--- src/rtl/data_ram_loader.sv ---
// data_ram_loader: byte-stream boot loader that owns the data RAM port and stalls the MEM stage while loading.
module data_ram_loader #(
  parameter int CNT_W = 16,
  parameter bit BIG_ENDIAN = 1'b1
) (
  input  logic             clk,
  input  logic             rst,
  input  logic             load_start_i,
  input  logic [31:0]      load_base_i,
  input  logic [CNT_W-1:0] load_words_i,
  input  logic             byte_valid_i,
  input  logic [7:0]       byte_data_i,
  output logic             byte_ready_o,
  output logic             load_busy_o,
  output logic             load_done_o,
  input  logic             cpu_ce_i,
  input  logic             cpu_we_i,
  input  logic [3:0]       cpu_sel_i,
  input  logic [31:0]      cpu_addr_i,
  input  logic [31:0]      cpu_data_i,
  output logic [31:0]      cpu_data_o,
  output logic             stallreq_o,
  output logic             ram_ce_o,
  output logic             ram_we_o,
  output logic [3:0]       ram_sel_o,
  output logic [31:0]      ram_addr_o,
  output logic [31:0]      ram_data_o,
  input  logic [31:0]      ram_data_i
);
  localparam logic [1:0] IDLE = 2'd0, RECV = 2'd1, WRITE = 2'd2, DONE = 2'd3;
  logic [1:0] state, byte_cnt, lane;
  logic [CNT_W-1:0] remaining;
  logic [31:0] cur_addr, word;
  logic pass, wr;
  assign pass = state == IDLE || state == DONE;
  assign wr = state == WRITE;
  assign lane = BIG_ENDIAN ? ~byte_cnt : byte_cnt;
  always_ff @(posedge clk)
    if (rst) begin
      state <= IDLE;
      byte_cnt <= '0;
      remaining <= '0;
      cur_addr <= '0;
      word <= '0;
    end else begin
      case (state)
        IDLE: if (load_start_i) begin
          state <= load_words_i != '0 ? RECV : DONE;
          cur_addr <= {load_base_i[31:2], 2'b00};
          remaining <= load_words_i;
          byte_cnt <= '0;
        end
        RECV: if (byte_valid_i) begin
          word[{lane, 3'b000} +: 8] <= byte_data_i;
          byte_cnt <= byte_cnt + 2'd1;
          if (byte_cnt == 2'd3) state <= WRITE;
        end
        WRITE: begin
          cur_addr <= cur_addr + 32'd4;
          remaining <= remaining - CNT_W'(1);
          state <= remaining == CNT_W'(1) ? DONE : RECV;
        end
        default: state <= IDLE;
      endcase
    end
  // CPU requests only reach the RAM in IDLE/DONE; during a load they are held off via stallreq_o
  always_comb begin
    byte_ready_o = !rst && state == RECV;
    load_busy_o = !rst && !pass;
    load_done_o = !rst && state == DONE;
    stallreq_o = !rst && !pass && cpu_ce_i;
    cpu_data_o = !rst && pass && cpu_ce_i && !cpu_we_i ? ram_data_i : '0;
    ram_ce_o = !rst && (pass ? cpu_ce_i : wr);
    ram_we_o = !rst && (pass ? cpu_we_i : wr);
    ram_sel_o = rst ? '0 : pass ? cpu_sel_i : {4{wr}};
    ram_addr_o = rst ? '0 : pass ? cpu_addr_i : wr ? cur_addr : '0;
    ram_data_o = rst ? '0 : pass ? cpu_data_i : wr ? word : '0;
  end
endmodule

--- config.mk ---
export PLATFORM = sky130hd
export DESIGN_NAME = data_ram_loader
export DESIGN_NICKNAME = d
export VERILOG_FILES = /design/src/rtl/data_ram_loader.sv
export SDC_FILE = /design/constraint.sdc
export NUM_CORES = 1
export LEC_CHECK = 0
export CAP_MARGIN = 20
export CORE_MARGIN = 1
export CORE_UTILIZATION = 45
export CTS_BUF_LIST = sky130_fd_sc_hd__clkbuf_4
export DETAILED_ROUTE_END_ITERATION = 7
export PLACE_DENSITY = 0.89
export SLEW_MARGIN = 0
export SYNTH_ARGS = -nofsm -noshare
export SYNTH_HDL_FRONTEND = slang
export SYNTH_SLANG_ARGS = --single-unit
--- constraint.sdc ---
create_clock -name clk -period 7 [get_ports clk]
set_input_delay 2.1 -clock clk [delete_from_list [all_inputs] [get_ports clk]]
set_output_delay 2.1 -clock clk [all_outputs]
set_load 0.005 [all_outputs]
==> results of run 1 <==
power groups by stage:
| stage | registers (mW) | logic, mW | clock network, mW |
|---|---|---|---|
| 6_report | 0.684 | 1.22 | 0.344 |
| 4_1_cts | 0.679 | 1.21 | 0.347 |
| 3_5_place_dp | 0.690 | 1.21 | 0 |
| 2_1_floorplan | 0.645 | 0.724 | 0 |
| 3_3_place_gp | 0.686 | 1.19 | 0 |
| 5_1_grt | 0.699 | 1.32 | 0.371 |
path summary, 6_finish.rpt:
check | end | cells after the start | from | slack [ps]
min reg2reg | remaining[15] | 2 | remaining[15] | 500
min | remaining[15] | 2 | remaining[15] | 500
max | ram_data_o[0] | 6 | rst | 870
max reg2reg | cur_addr[21] | 7 | state[0] | 4160
cells in the final DEF, fill, tap and decap left out, types with 13 or more instances in the layout:
cell type,n
sky130_fd_sc_hd__nor3_1,20
sky130_fd_sc_hd__and3_1,13
sky130_fd_sc_hd__o21ai_0,21
sky130_fd_sc_hd__ha_1,13
sky130_fd_sc_hd__and2_1,39
sky130_fd_sc_hd__clkdlybuf4s50_1,264
sky130_fd_sc_hd__nor2_1,81
sky130_fd_sc_hd__a22o_1,63
sky130_fd_sc_hd__nand3_1,24
sky130_fd_sc_hd__nand2_1,33
sky130_fd_sc_hd__a22oi_1,42
sky130_fd_sc_hd__dfxtp_1,82
sky130_fd_sc_hd__a21oi_1,33
layout make-up:
type | count | area [sq um]
fillers | 944 | 3310
multi-input cells | 524 | 3400
inverters | 13 | 48.8
clock inverters | 6 | 106
clock buffers | 9 | 67.6
well taps | 143 | 179
flip-flops and latches | 82 | 1640
repair buffers | 271 | 2720
through the flow:
stage	setup WS [ps]	cell area [sq um]	utilization, %
finish	867	8160	71.1
global route	799	8160	71.1
CTS	892	8160	71.1
detailed placement	897	7980	69.6
global placement	933	7980	69.6
floorplan	1700	5300	-
sequential cells by signal (all words and copies together) (netlist names):
name / cells
byte_cnt: 2
cur_addr: 30
remaining: 16
state: 2
word: 32
critical path, delay by kind of cell:
kind,cells,cell delay [ps]
AO/OA/AOI/OAI,1,210
AND/OR/NAND/NOR,2,760
buffers and inverters,3,930
cells by family after synthesis:
kind of cell | Yosys count | synth area share [%]
adder cells (fa/ha/maj) | 13 | 3.07
flip-flops | 82 | 31.0
AO/OA/AOI/OAI | 229 | 31.5
multiplexers | 13 | 2.71
AND/OR/NAND/NOR | 269 | 26.6
buffers and inverters | 68 | 5.12
metal layers:
metal | routed length, microns | GRT usage (%) | vias to the layer above
met4 | 598 | 11.1 | 0
met5 | 0 | 0 | -
met3 | 1640 | 7.24 | 40
met1 | 8450 | 41.9 | 2958
met2 | 9860 | 52.7 | 344
li1 | - | - | 2995
==> out/metrics.sh, run 1 <==
CLOCK_TREE.BUFFER_DEPTH=2
GPL.FINAL_WEIGHTED_CONGESTION=0.840
DESIGN.PORTCOUNT=268
INITIAL_UTIL_PCT=46.2
CLOCK_TREE_FROM_TRITONCTS='done'
SYNTH_SEQ_CELLS=82
INSERTION_DELAY_PS=430
FP.DIEAREA_SQ_UM=12200
CTS-BUFFERS-INSERTED=9
FINAL_HOLD_VIOL_COUNT=0
CLOCK_SKEW_PS=31.2
TIMING.CRITICAL_PATH.FANOUT_MAX=43
DETAIL-ROUTE-ANTENNA-NETS=0
SYNTH.CELL_AREA_SQ_UM=5300
CP_DATA_ARRIVAL_TIME_PS=4030
POST-ROUTE-PERIOD-UTIL_PCT=87.6
FINAL_TNS_SETUP_PS=0
NUMBER_OF_REMAINING_DRC_ERRORS=0
FIN_HOLD_WS_PS=499
RUN_STATUS='finished, final reports clean'
CLK_ROOT_BUFFER_CELL='sky130_fd_sc_hd__clkbuf_4'
SYNTH_TOP_CELL_AREA_SHARE_PCT=31.0
SYNTH_AREA_PER_CELL_SQ_UM=7.87
SYNTH.YOSYS.SEQ_AREA_SHARE_PCT=31.0
GRT_MAX_DEGREE=85
ROUTED_VIA_COUNT_DIVIDED_BY_CELL_COUNT=6.05
FINAL_PERIOD_MINUS_WORST_SETUP_SLACK_PS=6130
YS_TYPES=59
CRIT_CHAIN='buf_2 > nor2b_1 > and2_2 > buf_12 > a22o_1 > clkdlybuf4s50_1'
COUNT_OF_FLIP_FLOPS_WITH_A_BUILT_IN_ENABLE_AFTER_SYNTHESIS=0
GRT_PASS1_WL_MICRONS=31500
DRTPASS1ITERATIONS=5
CRITICAL-PATH-MAX-STAGE-DELAY_PS=550
MIN-DELAY-PATH-CLASS='flip-flop to flip-flop'
CTS_RESIZED=0
CORE_AREA_SQ_UM=11500
GRT_PASS1_VIAS=5747
PLACE.DETAILED.HPWL_MICRONS=15200
TIMING_WORST_SLEW_PIN_VALUE_PS=971
TIMING.CRITICAL_PATH.REQUIRED_PS=4900
DETAIL_ROUTE.ITER0.VIOLATIONS=647
POWER.INTERNAL_mW=1.34
SEQ_PWR_SHARE_PCT=30.4
STATIC-LEAKAGE-POWER_nW=2.95
CTS.HOLD.BUFFERS_ADDED=0
NUMBER_OF_BUFFERS_ADDED_FOR_SETUP_AFTER_CTS=0
CHIP_WIDTH_MICRONS=111
ANTENNA_CELLS_INSERTED=0
PORT-BUFFER-COUNT=265
GRT_SETUP_UNREPAIRED='false'
POWER.SHARE.COMBINATIONAL_PCT=54.3
SYNTH_ASYNC_SR_FLOP_SHARE_PCT=0
YS.WARNINGS.COUNT=0
NETSWITCHINGFRACTION_PCT=40.3
ENDPOINT_KIND_OF_THE_WORST_SETUP_TIMING_PATH='primary output'
GRTUSAGETOTAL_PCT=32.3
IRDROPWORSTVDD_V=0.000148
NUMBER_OF_ANTENNA_VIOLATIONS_AT_THE_FIRST_CHECK_IN_GLOBAL_ROUTING=0
POST_SYNTH_INST_COUNT=674
ACHIEVABLE-FREQUENCY_MHz=163
POSTSYNTHNETCOUNT=849
POWER_DENSITY_nW_PER_UM2=276
FINALSETUPVIOLATIONS=0
FINAL_LAYOUT_SIZE_SUFFIX_GT1_SHARE_PCT=3.87
TOTALWIRELENGTH_MICRONS=20500
AREA_GROWTH_PCT=53.9
PLACEMENT_ROWS=39
DIE-HEIGHT_MICRONS=111
DP.CELLS=1033
ROUTED_WIRE_LENGTH_PER_INSTANCE_MICRONS=19.6
YOSYS_MOST_USED_DFF='sky130_fd_sc_hd__dfxtp_1'
SETUP.WORST_PATH.CLASS='input port to primary output'
POST_SYNTHESIS_CELL_TYPE_WITH_THE_LARGEST_COMBINED_AREA='sky130_fd_sc_hd__dfxtp_1'
POST_SYNTH_MAIN_AREA_CONTRIBUTORS='sky130_fd_sc_hd__dfxtp_1, sky130_fd_sc_hd__a22o_1, sky130_fd_sc_hd__a22oi_1'
CTS.CLK_SLEW.WORST_PATHS_PS=120
FINALMAXSLEWVIOLATIONS=0
NUMBER_OF_CLOCK_SINKS=82
CRITICAL_PATH_SOURCE_TYPE='input port'
CRIT_PATH_SLOWEST_CELL='sky130_fd_sc_hd__and2_2'
LAYOUT.NETS=1076
SYNTH.TOP_CELLS.BY_COUNT='sky130_fd_sc_hd__dfxtp_1, sky130_fd_sc_hd__nor2_1, sky130_fd_sc_hd__a22o_1, sky130_fd_sc_hd__clkbuf_1, sky130_fd_sc_hd__a22oi_1'
DEPTH_OF_THE_CTS_H_TREE=3
ROUTED-VIA-COUNT=6337
FIN_CELLS=1048
P_SW_uW=905
NORMALIZED_MAX_SLEW_MARGIN_PCT=35.1
POWER.CLOCK.FRACTION_PCT=15.3
OVERFLOW=0
MAXCAPVIOLCOUNT=0
TOTALPOWERFINAL_mW=2.25
(Power assumes the default switching activity.)
==> inputs of run 2 (changes only) <==
==> constraint.sdc (replaced) <==
create_clock -name clk -period 7.1 [get_ports clk]
set_input_delay 2.13 -clock clk [delete_from_list [all_inputs] [get_ports clk]]
set_output_delay 2.13 -clock clk [all_outputs]
set_load 0.005 [all_outputs]
==> run 2 against run 1 <==
Net effect:
- count of clock-buffer cells in the layout did not move
- clock power fell by 19%
- die area did not move
- first-iteration DRC count fell by 8.2%
- highest routed layer unchanged
- worst setup slack improved by 60 ps
- critical endpoint is now ram_data_o[16]
- clock skew fell by 4.4 ps
- critical path depth did not move
- worst hold slack improved by 0.67 ps
- sequential cell count did not move
- combinational power barely moved
- cell count barely moved
==> out/metrics.sh, run 2 (same netlist as run 1, synthesis figures left out) <==
GRT_PASS1_VIAS=5740
FP.DIEAREA_SQ_UM=12200
ROUTED_WIRE_LENGTH_PER_INSTANCE_MICRONS=19.6
LAYOUT.CELLS.MOST_COMMON='sky130_fd_sc_hd__clkdlybuf4s50_1'
ROUTEDLENGTHMET1_MICRONS=8680
CLK_ROOT_BUFFER_CELL='sky130_fd_sc_hd__clkbuf_4'
CRITICAL-PATH-MAX-STAGE-DELAY_PS=550
PLACE.DETAILED.HPWL_MICRONS=15200
CLOCK_TREE.BUFFER_DEPTH=2
DETAIL-ROUTE-ANTENNA-NETS=0
CLOCK_SKEW_PS=26.8
FINAL_PERIOD_MINUS_WORST_SETUP_SLACK_PS=6170
CRITICAL_PATH.ENDPOINT='ram_data_o[16]'
ACHIEVABLE-FREQUENCY_MHz=162
STARTPOINT='rst'
ANTENNA_CELLS_INSERTED=0
STATIC-LEAKAGE-POWER_nW=2.93
ROUTED_VIA_COUNT_DIVIDED_BY_CELL_COUNT=6.09
AREA_GROWTH_PCT=53.2
TIMING.CRITICAL_PATH.REQUIRED_PS=4970
INSERTION_DELAY_PS=460
DEPTH_OF_THE_CTS_H_TREE=3
TOTALWIRELENGTH_MICRONS=20600
CTS.CLK_SLEW.WORST_PATHS_PS=120
RUN_STATUS='finished, final reports clean'
LARGEST_REGISTER='word'
WORST_R2R_ENDPOINT='remaining[7]'
POST-ROUTE-PERIOD-UTIL_PCT=87.0
PORT-BUFFER-COUNT=265
TIMING.REG2REG.WORST_PATH_DEPTH=8
DETAIL_ROUTE.ITER0.VIOLATIONS=594
OVERFLOW=0
ENDPOINT_KIND_OF_THE_WORST_SETUP_TIMING_PATH='primary output'
BIGGESTREGSBYFLOPS='word: 32 flops, cur_addr: 30 flops, remaining: 16 flops'
CP_DATA_ARRIVAL_TIME_PS=4040
MOST-COMMON-LAYOUT-CELLS='sky130_fd_sc_hd__clkdlybuf4s50_1, sky130_fd_sc_hd__dfxtp_1, sky130_fd_sc_hd__nor2_1, sky130_fd_sc_hd__a22o_1, sky130_fd_sc_hd__a22oi_1'
NORMALIZED_MAX_SLEW_MARGIN_PCT=36.8
CLOCK_TREE_FROM_TRITONCTS='done'
FILLERS=933
CORE_AREA_SQ_UM=11500
CRIT_CHAIN='buf_2 > nor2b_1 > and2_2 > buf_12 > a22o_1 > clkdlybuf4s50_1'
GRT_PASS1_WL_MICRONS=31300
UTILIZATION_PCT=70.8
ROUTED.TOP_LAYER='met4'
DRTPASS1ITERATIONS=5
SETUP.WORST_PATH.CLASS='input port to primary output'
FF2FF_SETUP_SLACK_PS=4270
PLACEMENT_ROWS=39
ROUTED-VIA-COUNT=6391
INITIAL_UTIL_PCT=46.2
CRIT_PATH_SLOWEST_CELL='sky130_fd_sc_hd__and2_2'
TIMING.CRITICAL_PATH.FANOUT_MAX=43
LAYOUT_SETUP_WS_PS=926
GRT_MAX_DEGREE=85
GPL.FINAL_WEIGHTED_CONGESTION=0.872
DIE-HEIGHT_MICRONS=111
MIN-DELAY-PATH-CLASS='flip-flop to flip-flop'
CTS.HOLD.BUFFERS_ADDED=0
GRT_SETUP_UNREPAIRED='false'
CHIP_WIDTH_MICRONS=111
NUMBER_OF_ANTENNA_VIOLATIONS_AT_THE_FIRST_CHECK_IN_GLOBAL_ROUTING=0
MAXCAPVIOLCOUNT=0
CTS-BUFFERS-INSERTED=9
DP_WORST_SETUP_SLACK_PS=946
IRDROPWORSTVDD_V=0.000155
NUMBER_OF_FLIP_FLOPS_IN_THE_LARGEST_REGISTER=32
POWER_DENSITY_nW_PER_UM2=267
CTS_RESIZED=0
GRTUSAGETOTAL_PCT=32.3
FINAL_HOLD_VIOL_COUNT=0
TIMING.HOLD.WORST.START='remaining[1]'
FINALSETUPVIOLATIONS=0
NUMBER_OF_REMAINING_DRC_ERRORS=0
ROUTE.MET2.WL_MICRONS=9600
FINAL_LAYOUT_SIZE_SUFFIX_GT1_SHARE_PCT=3.86
FINALMAXSLEWVIOLATIONS=0
CRITICAL_PATH_SOURCE_TYPE='input port'
TIMING_WORST_SLEW_PIN_VALUE_PS=944
FINAL_TNS_SETUP_PS=0
CRIT-REG2REG-LAUNCH='state[0]'
DESIGN.PORTCOUNT=268
LAYOUT.NETS=1076
DETAILROUTE.WIRELENGTH.MET3_MICRONS=1510
NUMBER_OF_BUFFERS_ADDED_FOR_SETUP_AFTER_CTS=0
NUMBER_OF_CLOCK_SINKS=82
## run 2: cell types whose count changed in the layout (fill, tap and decap cells not counted), sizes merged
cell	delta
inv	+1
bufinv	-2
clkinv	+2
## run 2: worst max-delay path: cells and delay by family
kind | cells | cell delay [ps]
AO/OA/AOI/OAI | 1 | 220
AND/OR/NAND/NOR | 2 | 740
buffers and inverters | 3 | 930
## run 2: power by group
group / leakage (nW) / internal, mW / total, mW / switching (mW)
Sequential: 0.669 / 0.550 / 0.676 / 0.126
Clock: 0.0714 / 0.106 / 0.280 / 0.173
Combinational: 2.19 / 0.600 / 1.21 / 0.609
## run 2: stage by stage
step           hold slack, ps  cell area (sq um)  power [mW]  cells
2_1_floorplan             447               5300        1.35    674
3_3_place_gp              473               7980        1.85   1033
3_5_place_dp              478               7980        1.87   1033
4_1_cts                   496               8120        2.15   1049
5_1_grt                   520               8120        2.29   1049
6_report                  500               8120        2.17   1049
## run 2: worst min-delay path by stage
stage,endpoint,depth (start not counted),slack [ps]
finish,remaining[1],2,500
CTS,remaining[1],2,500
detailed placement,remaining[1],2,480
floorplan,remaining[14],1,450
global route,remaining[15],2,520
global placement,remaining[15],2,470
## run 2: area by class of cell
| cell class | count | area (sq um) | share of cell area, % |
|---|---|---|---|
| timing repair buffer | 271 | 2720 | 33.5 |
| multi-input combinational | 524 | 3400 | 41.8 |
| tap | 143 | 179 | 2.20 |
| inverter | 13 | 48.8 | 0.601 |
| clock inverter | 7 | 67.6 | 0.832 |
| clock buffer | 9 | 67.6 | 0.832 |
| sequential | 82 | 1640 | 20.2 |
## run 2: routing by layer
metal | up-vias | track usage [%]
met4 | 0 | 14.8
met3 | 53 | 5.93
met2 | 320 | 51.3
li1 | 3011 | -
met5 | - | 0
met1 | 3007 | 42.3
==> inputs of run 3 (changes only) <==
--- a/config.mk
+++ b/config.mk
@@ -5,10 +5,11 @@
 export SDC_FILE = /design/constraint.sdc
 export NUM_CORES = 1
 export LEC_CHECK = 0
-export CAP_MARGIN = 20
+export ABC_CLOCK_PERIOD_IN_PS = 7100
 export CORE_MARGIN = 1
 export CORE_UTILIZATION = 45
 export CTS_BUF_LIST = sky130_fd_sc_hd__clkbuf_4
+export CTS_CLUSTER_SIZE = 12
 export DETAILED_ROUTE_END_ITERATION = 7
 export PLACE_DENSITY = 0.89
 export SLEW_MARGIN = 0
==> results of run 3 <==
No change in the layout: final DEF, timing and power equal those of run 2.
